[src/rtl/display_buffer_loader_pkg.sv]
`default_nettype none
// ============================================================================
// Module   : display_buffer_loader_pkg
// Purpose  : Constants shared by the display buffer loader, the VGA display
//            unit and the display line RAM.
//            Contents: data word width, probe address width, line count,
//            line address width, frame counter width and the loader FSM
//            state encoding.
// Revision : 1.0 - initial release
// ============================================================================
package display_buffer_loader_pkg;

  localparam int DIGIT     = 32;  // data word width
  localparam int ADDRWIDTH = 8;   // probe port word-address width
  localparam int LINES     = 32;  // lines copied per refresh (power of two)
  localparam int LINEWIDTH = 5;   // log2(LINES)
  localparam int FCWIDTH   = 8;   // completed-refresh counter width

  // Loader FSM state encoding
  localparam logic [1:0] S_IDLE  = 2'd0;
  localparam logic [1:0] S_RUN   = 2'd1;
  localparam logic [1:0] S_DRAIN = 2'd2;

endpackage : display_buffer_loader_pkg
`default_nettype wire

[src/rtl/display_buffer_loader.sv]
`default_nettype none
// ============================================================================
// Module   : display_buffer_loader
// Purpose  : Frame-synchronous burst copy of LINES consecutive memory words,
//            starting at a latched word offset, into lines 0..LINES-1 of the
//            display line RAM.
// Ports    : CLK100MHZ   - clock, all state on rising edge
//            reset       - asynchronous active-low reset
//            start       - refresh request, sampled only in IDLE
//            base        - word offset of line 0, latched at accepted start
//            probe_addr  - registered word address to memory probe port
//            probe_data  - probe read data, valid one cycle after probe_addr
//            buf_we      - line RAM write enable
//            buf_addr    - line RAM write address
//            buf_wdata   - line RAM write data
//            busy        - high from accepted start through last write
//            done        - one-cycle pulse after the last write
//            frame_count - completed refreshes, wraps
// Revision : 1.0 - initial release
// ============================================================================
module display_buffer_loader
  import display_buffer_loader_pkg::*;
(
  input  logic                 CLK100MHZ,
  input  logic                 reset,
  input  logic                 start,
  input  logic [ADDRWIDTH-1:0] base,
  output logic [ADDRWIDTH-1:0] probe_addr,
  input  logic [DIGIT-1:0]     probe_data,
  output logic                 buf_we,
  output logic [LINEWIDTH-1:0] buf_addr,
  output logic [DIGIT-1:0]     buf_wdata,
  output logic                 busy,
  output logic                 done,
  output logic [FCWIDTH-1:0]   frame_count
);

  localparam logic [LINEWIDTH-1:0] c_last_line = LINEWIDTH'(LINES - 1);

  logic [1:0]           state_q,       state_d;
  logic [ADDRWIDTH-1:0] base_q,        base_d;
  logic [LINEWIDTH-1:0] rd_idx_q,      rd_idx_d;
  logic [ADDRWIDTH-1:0] probe_addr_q,  probe_addr_d;
  // Two-stage valid/index delay line covering the address register and the
  // synchronous read latency of the probe port.
  logic                 v1_q,          v1_d;
  logic [LINEWIDTH-1:0] idx1_q,        idx1_d;
  logic                 v2_q,          v2_d;
  logic [LINEWIDTH-1:0] idx2_q,        idx2_d;
  logic                 buf_we_q,      buf_we_d;
  logic [LINEWIDTH-1:0] buf_addr_q,    buf_addr_d;
  logic [DIGIT-1:0]     buf_wdata_q,   buf_wdata_d;
  logic                 done_q,        done_d;
  logic [FCWIDTH-1:0]   frame_count_q, frame_count_d;

  logic                 w_last_write;

  assign w_last_write = buf_we_q && (buf_addr_q == c_last_line);

  always_comb begin
    state_d       = state_q;
    base_d        = base_q;
    rd_idx_d      = rd_idx_q;
    probe_addr_d  = probe_addr_q;
    v1_d          = 1'b0;
    idx1_d        = idx1_q;
    done_d        = 1'b0;
    frame_count_d = frame_count_q;

    case (state_q)
      S_IDLE: begin
        if (start) begin
          // Line 0 is issued on the accepting edge so probe_addr = base
          // in the first busy cycle.
          state_d      = S_RUN;
          base_d       = base;
          probe_addr_d = base;
          v1_d         = 1'b1;
          idx1_d       = '0;
          rd_idx_d     = LINEWIDTH'(1);
        end
      end
      S_RUN: begin
        // Offset addition wraps silently at ADDRWIDTH bits.
        probe_addr_d = base_q + ADDRWIDTH'(rd_idx_q);
        v1_d         = 1'b1;
        idx1_d       = rd_idx_q;
        rd_idx_d     = rd_idx_q + LINEWIDTH'(1);
        if (rd_idx_q == c_last_line) begin
          state_d = S_DRAIN;
        end
      end
      S_DRAIN: begin
        if (w_last_write) begin
          state_d       = S_IDLE;
          done_d        = 1'b1;
          frame_count_d = frame_count_q + FCWIDTH'(1);
        end
      end
      default: state_d = S_IDLE;
    endcase
  end

  always_comb begin
    v2_d        = v1_q;
    idx2_d      = idx1_q;
    buf_we_d    = v2_q;
    buf_addr_d  = buf_addr_q;
    buf_wdata_d = buf_wdata_q;
    if (v2_q) begin
      buf_addr_d  = idx2_q;
      buf_wdata_d = probe_data;
    end
  end

  always_ff @(posedge CLK100MHZ or negedge reset) begin
    if (!reset) begin
      state_q       <= S_IDLE;
      base_q        <= '0;
      rd_idx_q      <= '0;
      probe_addr_q  <= '0;
      v1_q          <= 1'b0;
      idx1_q        <= '0;
      v2_q          <= 1'b0;
      idx2_q        <= '0;
      buf_we_q      <= 1'b0;
      buf_addr_q    <= '0;
      buf_wdata_q   <= '0;
      done_q        <= 1'b0;
      frame_count_q <= '0;
    end else begin
      state_q       <= state_d;
      base_q        <= base_d;
      rd_idx_q      <= rd_idx_d;
      probe_addr_q  <= probe_addr_d;
      v1_q          <= v1_d;
      idx1_q        <= idx1_d;
      v2_q          <= v2_d;
      idx2_q        <= idx2_d;
      buf_we_q      <= buf_we_d;
      buf_addr_q    <= buf_addr_d;
      buf_wdata_q   <= buf_wdata_d;
      done_q        <= done_d;
      frame_count_q <= frame_count_d;
    end
  end

  assign probe_addr  = probe_addr_q;
  assign buf_we      = buf_we_q;
  assign buf_addr    = buf_addr_q;
  assign buf_wdata   = buf_wdata_q;
  assign busy        = (state_q != S_IDLE);
  assign done        = done_q;
  assign frame_count = frame_count_q;

endmodule : display_buffer_loader
`default_nettype wire

[config.mk]
export PLATFORM = sky130hd
export DESIGN_NAME = display_buffer_loader
export DESIGN_NICKNAME = d
export VERILOG_FILES = /design/src/rtl/display_buffer_loader_pkg.sv /design/src/rtl/display_buffer_loader.sv
export SDC_FILE = /design/constraint.sdc
export NUM_CORES = 1
export LEC_CHECK = 0
export CORE_AREA = 2 2 65 113
export CTS_CLUSTER_DIAMETER = 60
export CTS_CLUSTER_SIZE = 28
export DETAILED_ROUTE_END_ITERATION = 10
export DIE_AREA = 0 0 67 115
export PLACE_DENSITY = 0.95
export SYNTH_ARGS = -nofsm -noshare
export SYNTH_HDL_FRONTEND = slang
export SYNTH_SLANG_ARGS = --single-unit
export TNS_END_PERCENT = 50
[constraint.sdc]
create_clock -name CLK100MHZ -period 5.87 [get_ports CLK100MHZ]
set_clock_uncertainty 0.2 [all_clocks]
set_input_delay 0.8805 -clock CLK100MHZ [delete_from_list [all_inputs] [get_ports CLK100MHZ]]
set_output_delay 0.8805 -clock CLK100MHZ [all_outputs]
set_load 0.05 [all_outputs]
==> flow_summary.ini, run 1 <==
[logic_synthesis]
ys_top_cells_by_area = dfrtp_1, mux2_2, ha_1, xnor2_1, nand2_1
synth_cell_type_count = 42
yosys-top-cells-count = dfrtp_1, mux2_2, nand2_1
synth_warnings = 0
netlist_area_um2 = 3400
ys.flop_type = dfrtp_1
synth_cells = 252
synthesis.nets = 304
synth_area_leader_cell = dfrtp_1
synth_seq_cells = 82
seq_area_frac_synth = 0.604
yosysMostFrequentCell = dfrtp_1
synth.avg_cell_area_um2 = 13.5
netlist.area_leader.share = 0.604
synth-edff-count = 0
async_flop_share = 1.00

[global_route]
antenna_found_initial = 0
grt_pass1_vias = 2526
grt_usage = 0.219
grt_max_degree = 83
grt.overflow.total = 0
grt_pass1_wl_um = 12400

[placed_design]
placed_area_um2 = 4440
pre_cts_ws_ns = 3.04
portBuffers = 98
globalplace.congestion = 0.830
dp_hpwl_um = 5580
dp_cells = 426

[cells_and_area]
finalNonFillerCells = 440
final_area_um2 = 4730
drive_gt1_frac = 0.188
num_antenna_cells = 0
nFillCells = 519
fin_util = 0.696
finalNetCount = 405
syn_to_final_growth_pct = 39.3

[detailed_routing]
vias = 2402
drt_iter0_drc = 159
ant_nets = 0
wl_per_cell_um = 17.6
drcViolationCount = 0
firstDrtPassIters = 4
viasPerCell = 5.46
wirelength_um = 7740

[clocking]
numCtsBuffers = 9
clock_sinks = 82
cts_root_buf = clkbuf_16
path_clk_slew_ns = 0.06
cts_tree = built
cts_setup_buffers = 0
cts_hold_buffers = 0
clk_latency_ns = 0.33
post_cts_resized = 0
cts_buffer_depth = 2
h-tree-depth = 3

[power_and_ir_drop]
sw_frac_of_total = 0.377
clkPwrFrac = 0.232
power_per_cell_area_nw_per_um2 = 500
p_leak_nw = 2.03
ir_drop_mv = 0.358
intPower_mw = 1.47
p_comb_frac = 0.408
seqPwrFrac = 0.360
p_total_mw = 2.37
p_switching_mw = 0.892

[critical_path]
slowest_delay_ns = 0.80
worst-path-buf-inv = 1
cp_top_family = buffers and inverters
startpoint_type = register
worstPathRequired_ns = 4.79
crit_slowest_cell = clkdlybuf4s50_1
timing.critical_path.cells = or2_2 -> clkdlybuf4s50_1
path_class = reg -> out
cp-end-kind = output pin
path_max_fanout = 20
cp_data_arrival_time_ns = 2.10

[timing]
hold_violations = 0
maxSlewViolCount = 0
max_freq_mhz = 315
timing_worst_slew_pin_value_ns = 0.991
relSlewSlack = 0.339
min_period_ns = 3.18
final.setup.worst_slack_ns = 2.69
rsz0062_at_grt = no
holdWs_ns = 0.149
finalCritPeriodShare = 0.541
setup_viol = 0
finalSetupTns_ns = 0

[die]
die-width_um = 67
chipHeight_um = 115
num_rows = 40
core_area_um2 = 6810
die_area_um2 = 7710
start_util = 0.499
io_pins = 99

[flow_run]
max_cap_viol_count = 0

[outcome]
status = complete, no violations

[worst_hold_path]
hold_class = reg -> reg
## layout make-up
type / count / area [um^2] / area share
Clock buffer: 12 / 256 / 0.0542
Clock inverter: 2 / 37.5 / 0.00793
Inverter: 6 / 22.5 / 0.00476
Multi-Input combinational cell: 155 / 1270 / 0.269
Sequential cell: 82 / 2050 / 0.433
Tap cell: 84 / 105 / 0.0222
Timing Repair Buffer: 99 / 986 / 0.208
## path summary, 6_finish.rpt
kind / start / endpoint / slack, ns / depth (start not counted)
worst max-delay path: state_q[0]$_DFFE_PN0P_ / busy / 2.69 / 2
worst min register to register: v1_q$_DFF_PN0_ / buf_we_d$_DFF_PN0_ / 0.15 / 0
worst max register to register: state_q[0]$_DFFE_PN0P_ / probe_addr[5]$_DFFE_PN0P_ / 3.66 / 3
worst min-delay path: v1_q$_DFF_PN0_ / buf_we_d$_DFF_PN0_ / 0.15 / 0
max in group asynchronous: reset / base_q[5]$_DFFE_PN0P_ / 4.32 / 1
min in group asynchronous: reset / buf_wdata[14]$_DFFE_PN0P_ / 0.51 / 1
## kinds of logic (layout without fill, tap and decap cells)
group | count (synthesis) | in the layout | share of synthesized area
buffers and inverters | 15 | 119 | 0.0210
adders and majority gates | 9 | 9 | 0.0353
xor gates and xnor gates | 11 | 11 | 0.0283
AOI/OAI and AO/OA | 42 | 42 | 0.0832
and+or+nand+nor | 47 | 47 | 0.0762
muxes | 46 | 46 | 0.152
DFF | 82 | 82 | 0.604
## registers in the layout (all words and copies together), names as in the netlist
signal,flops
frame_count,8
state_q,2
rd_idx_q,5
buf_we,1
buf_addr,5
v1_q,1
buf_wdata,32
idx1_q,5
done,1
base_q,8
buf_we_d,1
idx2_q,5
probe_addr,8
## layer usage
layer  global-route usage  wire length [um]
met2                0.398              4390
met1                0.242              2800
met4               0.0816               158
met3               0.0499               399
met5                    0                 0
## power groups by stage
stage | logic (mW) | registers, mW | clock network [mW]
finish | 0.966 | 0.851 | 0.549
global route | 1.04 | 0.871 | 0.582
CTS | 0.975 | 0.850 | 0.562
detailed placement | 0.965 | 0.858 | 0
global placement | 0.930 | 0.844 | 0
floorplan | 0.435 | 1.07 | 0
## placed cells by master (no fill, tap or decap), drive strengths merged, types with 4 or more instances in the layout
cell type / n
clkdlybuf4s50: 97
ha: 8
xor2: 4
mux2: 45
o21ai: 10
a22o: 5
a21oi: 10
clkbuf: 12
nand2: 16
nor2: 9
inv: 6
nand4: 5
xnor2: 7
o22a: 4
dfrtp: 82
(Power assumes the default switching activity.)
==> run 2, diff against run 1 <==
--- a/config.mk
+++ b/config.mk
@@ -5,12 +5,12 @@
 export SDC_FILE = /design/constraint.sdc
 export NUM_CORES = 1
 export LEC_CHECK = 0
-export CORE_AREA = 2 2 65 113
+export CORE_AREA = 2 2 71 123
 export CTS_CLUSTER_DIAMETER = 60
 export CTS_CLUSTER_SIZE = 28
 export DETAILED_ROUTE_END_ITERATION = 10
-export DIE_AREA = 0 0 67 115
-export PLACE_DENSITY = 0.95
+export DIE_AREA = 0 0 73 125
+export PLACE_DENSITY = 0.86
 export SYNTH_ARGS = -nofsm -noshare
 export SYNTH_HDL_FRONTEND = slang
 export SYNTH_SLANG_ARGS = --single-unit
==> constraint.sdc (replaced) <==
create_clock -name CLK100MHZ -period 2.7 [get_ports CLK100MHZ]
set_clock_uncertainty 0.2 [all_clocks]
set_input_delay 0.405 -clock CLK100MHZ [delete_from_list [all_inputs] [get_ports CLK100MHZ]]
set_output_delay 0.405 -clock CLK100MHZ [all_outputs]
set_load 0.05 [all_outputs]
==> run 2 against run 1 <==
Clock power grew 150%. Highest routed layer unchanged. First-iteration DRC count decreased by 38%. Critical endpoint is now frame_count[0]. Global-route usage down 5.8 points. Largest power group unchanged.
==> flow_summary.ini, run 2 (same netlist as run 1, synthesis figures left out) <==
[outcome]
status = complete, no violations

[worst_hold_path]
min_from = v1_q$_DFF_PN0_
hold_class = reg -> reg

[die]
core_area_um2 = 8200
chipHeight_um = 125
die_area_um2 = 9130
num_rows = 44
start_util = 0.414
die-width_um = 73
io_pins = 99

[clocking]
h-tree-depth = 3
cts_setup_buffers = 0
path_clk_slew_ns = 0.06
cts_buffer_depth = 2
clock_sinks = 82
clk_latency_ns = 0.33
cts_tree = built
cts_root_buf = clkbuf_16
post_cts_resized = 0
cts_hold_buffers = 1
numCtsBuffers = 9

[critical_path]
crit_slowest_cell = clkdlybuf4s50_1
cp-end-kind = output pin
path_class = reg -> out
cp_top_family = buffers and inverters
cp-startpoint = frame_count[0]$_DFFE_PN0P_
worstPathRequired_ns = 2.10
r2r_start = rd_idx_q[0]$_DFFE_PN0P_
timing.critical_path.cells = clkdlybuf4s50_1
path_max_fanout = 6
cp_data_arrival_time_ns = 1.62
startpoint_type = register
worst-path-buf-inv = 1
slowest_delay_ns = 0.84

[global_route]
grt_pass1_wl_um = 11300
grt_usage = 0.161
grt.overflow.total = 0
grt_max_degree = 83
antenna_found_initial = 0
grt_pass1_vias = 2377

[cells_and_area]
final_common_cell = clkdlybuf4s50_1
syn_to_final_growth_pct = 42.3
num_antenna_cells = 0
layout_common_cells = clkdlybuf4s50_1, dfrtp_1, mux2_2
largest_reg_flops = 32
finalNetCount = 409
drive_gt1_frac = 0.204

[detailed_routing]
route.met3.wl_um = 393
ant_nets = 0
wl_met2_um = 3990
met1Wirelength_um = 2580
viasPerCell = 5.26
drcViolationCount = 0
vias = 2387
wl_per_cell_um = 15.6
highest_layer = met4
drt_iter0_drc = 98
wirelength_um = 7100
firstDrtPassIters = 4

[timing]
max_freq_mhz = 450
relSlewSlack = 0.647
rsz0062_at_grt = no
hold_violations = 0
finalCritPeriodShare = 0.824
maxSlewViolCount = 0
min_period_ns = 2.22
finalSetupTns_ns = 0
timing_worst_slew_pin_value_ns = 0.526
setup_viol = 0

[placed_design]
globalplace.congestion = 0.872
portBuffers = 98
dp_hpwl_um = 5270

[power_and_ir_drop]
p_leak_nw = 2.08
ir_drop_mv = 0.662
p_total_mw = 5.32
power_per_cell_area_nw_per_um2 = 1100

[flow_run]
max_cap_viol_count = 0
## run 2: cell types whose count changed in the layout (fill, tap and decap cells not counted), sizes merged
cell           before  now
bufinv              1    3
buf                 2    6
clkinv              0    4
clkdlybuf4s50      97   96
clkbuf             12    9
dlygate4sd3         0    1
clkinvlp            1    0
## run 2: power breakdown
| group | total [mW] | internal [mW] | switching (mW) |
|---|---|---|---|
| Sequential | 1.82 | 1.58 | 0.236 |
| Clock | 1.37 | 0.902 | 0.467 |
| Combinational | 2.13 | 0.885 | 1.25 |
## run 2: metrics by stage
| step | setup slack, ns | hold WS [ns] | util | instance area (um^2) | cells |
|---|---|---|---|---|---|
| 2_1_floorplan | 0.743 | -0.0906 | - | 3400 | 252 |
| 3_3_place_gp | 0.491 | 0.134 | 0.547 | 4480 | 437 |
| 3_5_place_dp | 0.426 | 0.140 | 0.547 | 4480 | 437 |
| 4_1_cts | 0.456 | 0.153 | 0.590 | 4840 | 454 |
| 5_1_grt | 0.403 | 0.154 | 0.590 | 4840 | 454 |
| 6_report | 0.476 | 0.151 | 0.590 | 4840 | 454 |
## run 2: final cells by class
cell class | instances | area (um^2)
Clock buffer | 9 | 225
Clock inverter | 7 | 118
Fill cell | 656 | 3370
Inverter | 6 | 22.5
Multi-Input combinational cell | 155 | 1270
Sequential cell | 82 | 2050
Tap cell | 92 | 115
Timing Repair Buffer | 103 | 1030
## run 2: worst paths after layout
path,end,slack (ns),cells after the start
worst min-delay path,buf_we_d$_DFF_PN0_,0.15,0
min in group asynchronous,buf_wdata[15]$_DFFE_PN0P_,0.43,3
worst max-delay path,frame_count[0],0.48,1
worst min register to register,buf_we_d$_DFF_PN0_,0.15,0
worst max register to register,probe_addr[4]$_DFFE_PN0P_,0.56,8
max in group asynchronous,buf_wdata[21]$_DFFE_PN0P_,1.51,3
## run 2: per-layer routing
| layer | vias up | global-route usage |
|---|---|---|
| met5 | - | 0 |
| met4 | 0 | 0.0784 |
| met3 | 12 | 0.0483 |
| met2 | 86 | 0.280 |
| met1 | 1172 | 0.172 |
| li1 | 1117 | - |
==> RTL edit 1, RTL diff (flow settings as in run 1) <==
`DIGIT`: 32 -> 64.
--- a/src/rtl/display_buffer_loader_pkg.sv
+++ b/src/rtl/display_buffer_loader_pkg.sv
@@ -10,7 +10,7 @@
 // ============================================================================
 package display_buffer_loader_pkg;
 
-  localparam int DIGIT     = 32;  // data word width
+  localparam int DIGIT     = 64;  // data word width
   localparam int ADDRWIDTH = 8;   // probe port word-address width
   localparam int LINES     = 32;  // lines copied per refresh (power of two)
   localparam int LINEWIDTH = 5;   // log2(LINES)
Interface: changed (resized buf_wdata and probe_data); port bits go from 99 to 163. The function was not compared with the original's and may differ.
==> RTL edit 1 against run 1 <==
- the run now fails in 4_1_cts
- synthesized area increased by 35%
==> RTL edit 1: results <==
[outcome]
status = "did not finish"
lastStage = "4_1_cts"
error = "[ERROR DPL-0033] detailed placement checks failed during check placement."

[place]
hpwl_um = 10300
place_congestion = 0.887
portBuffers = 162

[yosys]
synth_compound_area_share_pct = 6.18
syn_nets = 404
yosysWarnings = 0
synth-main-ff-cell = "dfrtp_1"
synthArstFlopShare_pct = 100
yosys.area_share.xor_xnor_pct = 2.10
seq_area_frac_synth_pct = 62.3
synth_fa_ha_area_share_pct = 2.62
synth_area_leaders = "dfrtp_1, mux2_2, ha_1, xnor2_1, nand2_1"
synth_common_cells = "dfrtp_1, mux2_2, nand2_1"
ys_ff_latch = 114
synth_cell_types = 42
muxShareOfSynthArea_pct = 19.2

[clocking]
ctsResizeCount = 0
ctsHoldBuffers = 0
post_cts_buffers = 0
cts.root.buffer_cell = "clkbuf_16"
cts_buffer_depth = 2
htreeDepth = 4
numCtsBuffers = 17
-- RTL edit 1: changes by cell type after synthesis, sizes merged --
cell / change
dfrtp: +32
mux2: +32
buf: +3
clkbuf: +1
-- RTL edit 1: stage by stage --
step / cells / area (um2) / hold WS (ns) / worst slack, ns / util (%)
floorplan: 320 / 4580 / 0.131 / 3.68 / -
global placement: 555 / 6250 / 0.137 / 3.11 / 91.8
detailed placement: 555 / 6250 / 0.138 / 3.03 / 91.8
-- RTL edit 1: cells by family after synthesis --
logic type                 count (synthesis)
xor gates and xnor gates                  11
muxes                                     78
and+or+nand+nor                           47
buffers and inverters                     19
adders and majority gates                  9
AOI/OAI and AO/OA                         42
DFF                                      114
==> RTL edit 2, RTL diff (config.mk and constraints of run 1) <==
Without the edit above. Put a register stage on the output `busy`, cleared by the reset. The value now appears one clock later. The other outputs are not delayed to match. Comments in the files are not updated.
--- a/src/rtl/display_buffer_loader.sv
+++ b/src/rtl/display_buffer_loader.sv
@@ -149,7 +149,13 @@
   assign buf_we      = buf_we_q;
   assign buf_addr    = buf_addr_q;
   assign buf_wdata   = buf_wdata_q;
-  assign busy        = (state_q != S_IDLE);
+  always_ff @(posedge CLK100MHZ or negedge reset) begin
+    if (!reset) begin
+      busy <= '0;
+    end else begin
+      busy <= (state_q != S_IDLE);
+    end
+  end
   assign done        = done_q;
   assign frame_count = frame_count_q;
 
Formal check against the unedited RTL: not equivalent (a bounded check fails within 4 cycles, from zero or initial values and one cycle with reset low).
==> RTL edit 2 against run 1 <==
- routed wire length grew 7.4%
- synthesized area grew 0.96%
- first-iteration DRC count grew 59%
- critical endpoint is now frame_count[0]
- design area grew 1.2%
- power grew 5.3%
- setup slack gained 0.46 ns
- critical path depth shrank 1
- sequential cell count grew 1
==> RTL edit 2: results <==
[route]
drtIter0Drc = 253
wl_per_cell_um = 18.7
first_pass_iters = 7
via_per_inst = 5.69

[critical_path]
worst-r2r-cell-count = 7
r2r_slack_ns = 3.46
crit_path_max_incr_delay_ns = 0.84
critPathArrivalTime_ns = 1.63
path_max_fanout = 6

[yosys]
synth_area_leaders = "dfrtp_1, mux2_2, ha_1, xnor2_1, o21ai_0"
synth_common_cells = "dfrtp_1, mux2_2, o21ai_0"
seq_area_frac_synth_pct = 60.5
syn_avg_cell_area_um2 = 13.5
syn_nets = 307

[clocking]
htreeDepth = 3
worstSkewPairLatency_ns = 0.34

[pwr]
ir_worst_vdd_uv = 312
total_leakage_power_nw = 2.03
p_sw_uw = 967

[cells_and_area]
layout.cells.non_filler = 444
fin_nets = 407
layout-drive-gt1-share_pct = 18.9

[global_route]
grt_pass1_vias = 2701
grt_pass1_wl_um = 13500
grt_max_degree = 84
grt_use_total_pct = 23.6

[place]
post-place-ws_ns = 2.89
placed_cells = 428
hpwl_um = 5820
place_congestion = 0.896

[sta]
period_share_pct = 46.2
worst_pin_slew_ns = 0.994

[outcome]
status = "complete, no violations"
-- RTL edit 2: final cells by class --
cell class	instances	area, um2
sequential	83	2080
clock buffer	9	225
timing repair buffer	99	986
fill	463	2010
tap	84	105
clock inverter	7	92.6
multi-input combinational	155	1280
inverter	7	26.3
-- RTL edit 2: cells by family (layout without fill, tap and decap cells) --
group | count (synthesis) | after routing | synth area share (%)
compound gates | 48 | 48 | 9.30
fa+ha+maj | 9 | 9 | 3.50
xor+xnor | 9 | 9 | 2.30
buf+inv | 17 | 122 | 2.15
flops | 83 | 83 | 60.5
mux | 45 | 45 | 14.8
simple gates | 44 | 44 | 7.44
-- RTL edit 2: metrics by stage --
stage | hold slack, ns | utilization (%) | cell area, um2
2_1_floorplan | 0.131 | - | 3430
3_3_place_gp | 0.134 | 65.7 | 4470
3_5_place_dp | 0.138 | 65.7 | 4470
4_1_cts | 0.152 | 70.4 | 4790
5_1_grt | 0.170 | 70.4 | 4790
6_report | 0.150 | 70.4 | 4790
-- RTL edit 2: per-layer routing --
metal,vias up,global-route usage (%),routed length (um)
met5,-,0,0
met4,0,14.1,376
met3,31,5.28,478
met2,125,41.8,4580
met1,1242,24.7,2880
li1,1128,-,-
-- RTL edit 2: power groups by stage --
stage          clock network, mW  registers, mW  logic (mW)
6_report                   0.594          0.874        1.02
3_5_place_dp                   0          0.876        1.02
5_1_grt                    0.626          0.893        1.09
3_3_place_gp                   0          0.865       0.985
4_1_cts                    0.604          0.873        1.03
2_1_floorplan                  0           1.15       0.404
-- RTL edit 2: path summary, 6_finish.rpt --
| check | from | endpoint |
|---|---|---|
| max | frame_count[0] | frame_count[0] |
| min | v1_q | buf_we_d |
| max reg2reg | rd_idx_q[0] | probe_addr[4] |
| min reg2reg | v1_q | buf_we_d |
| max in group asynchronous | reset | state_q[0] |
| min in group asynchronous | reset | buf_wdata[26] |
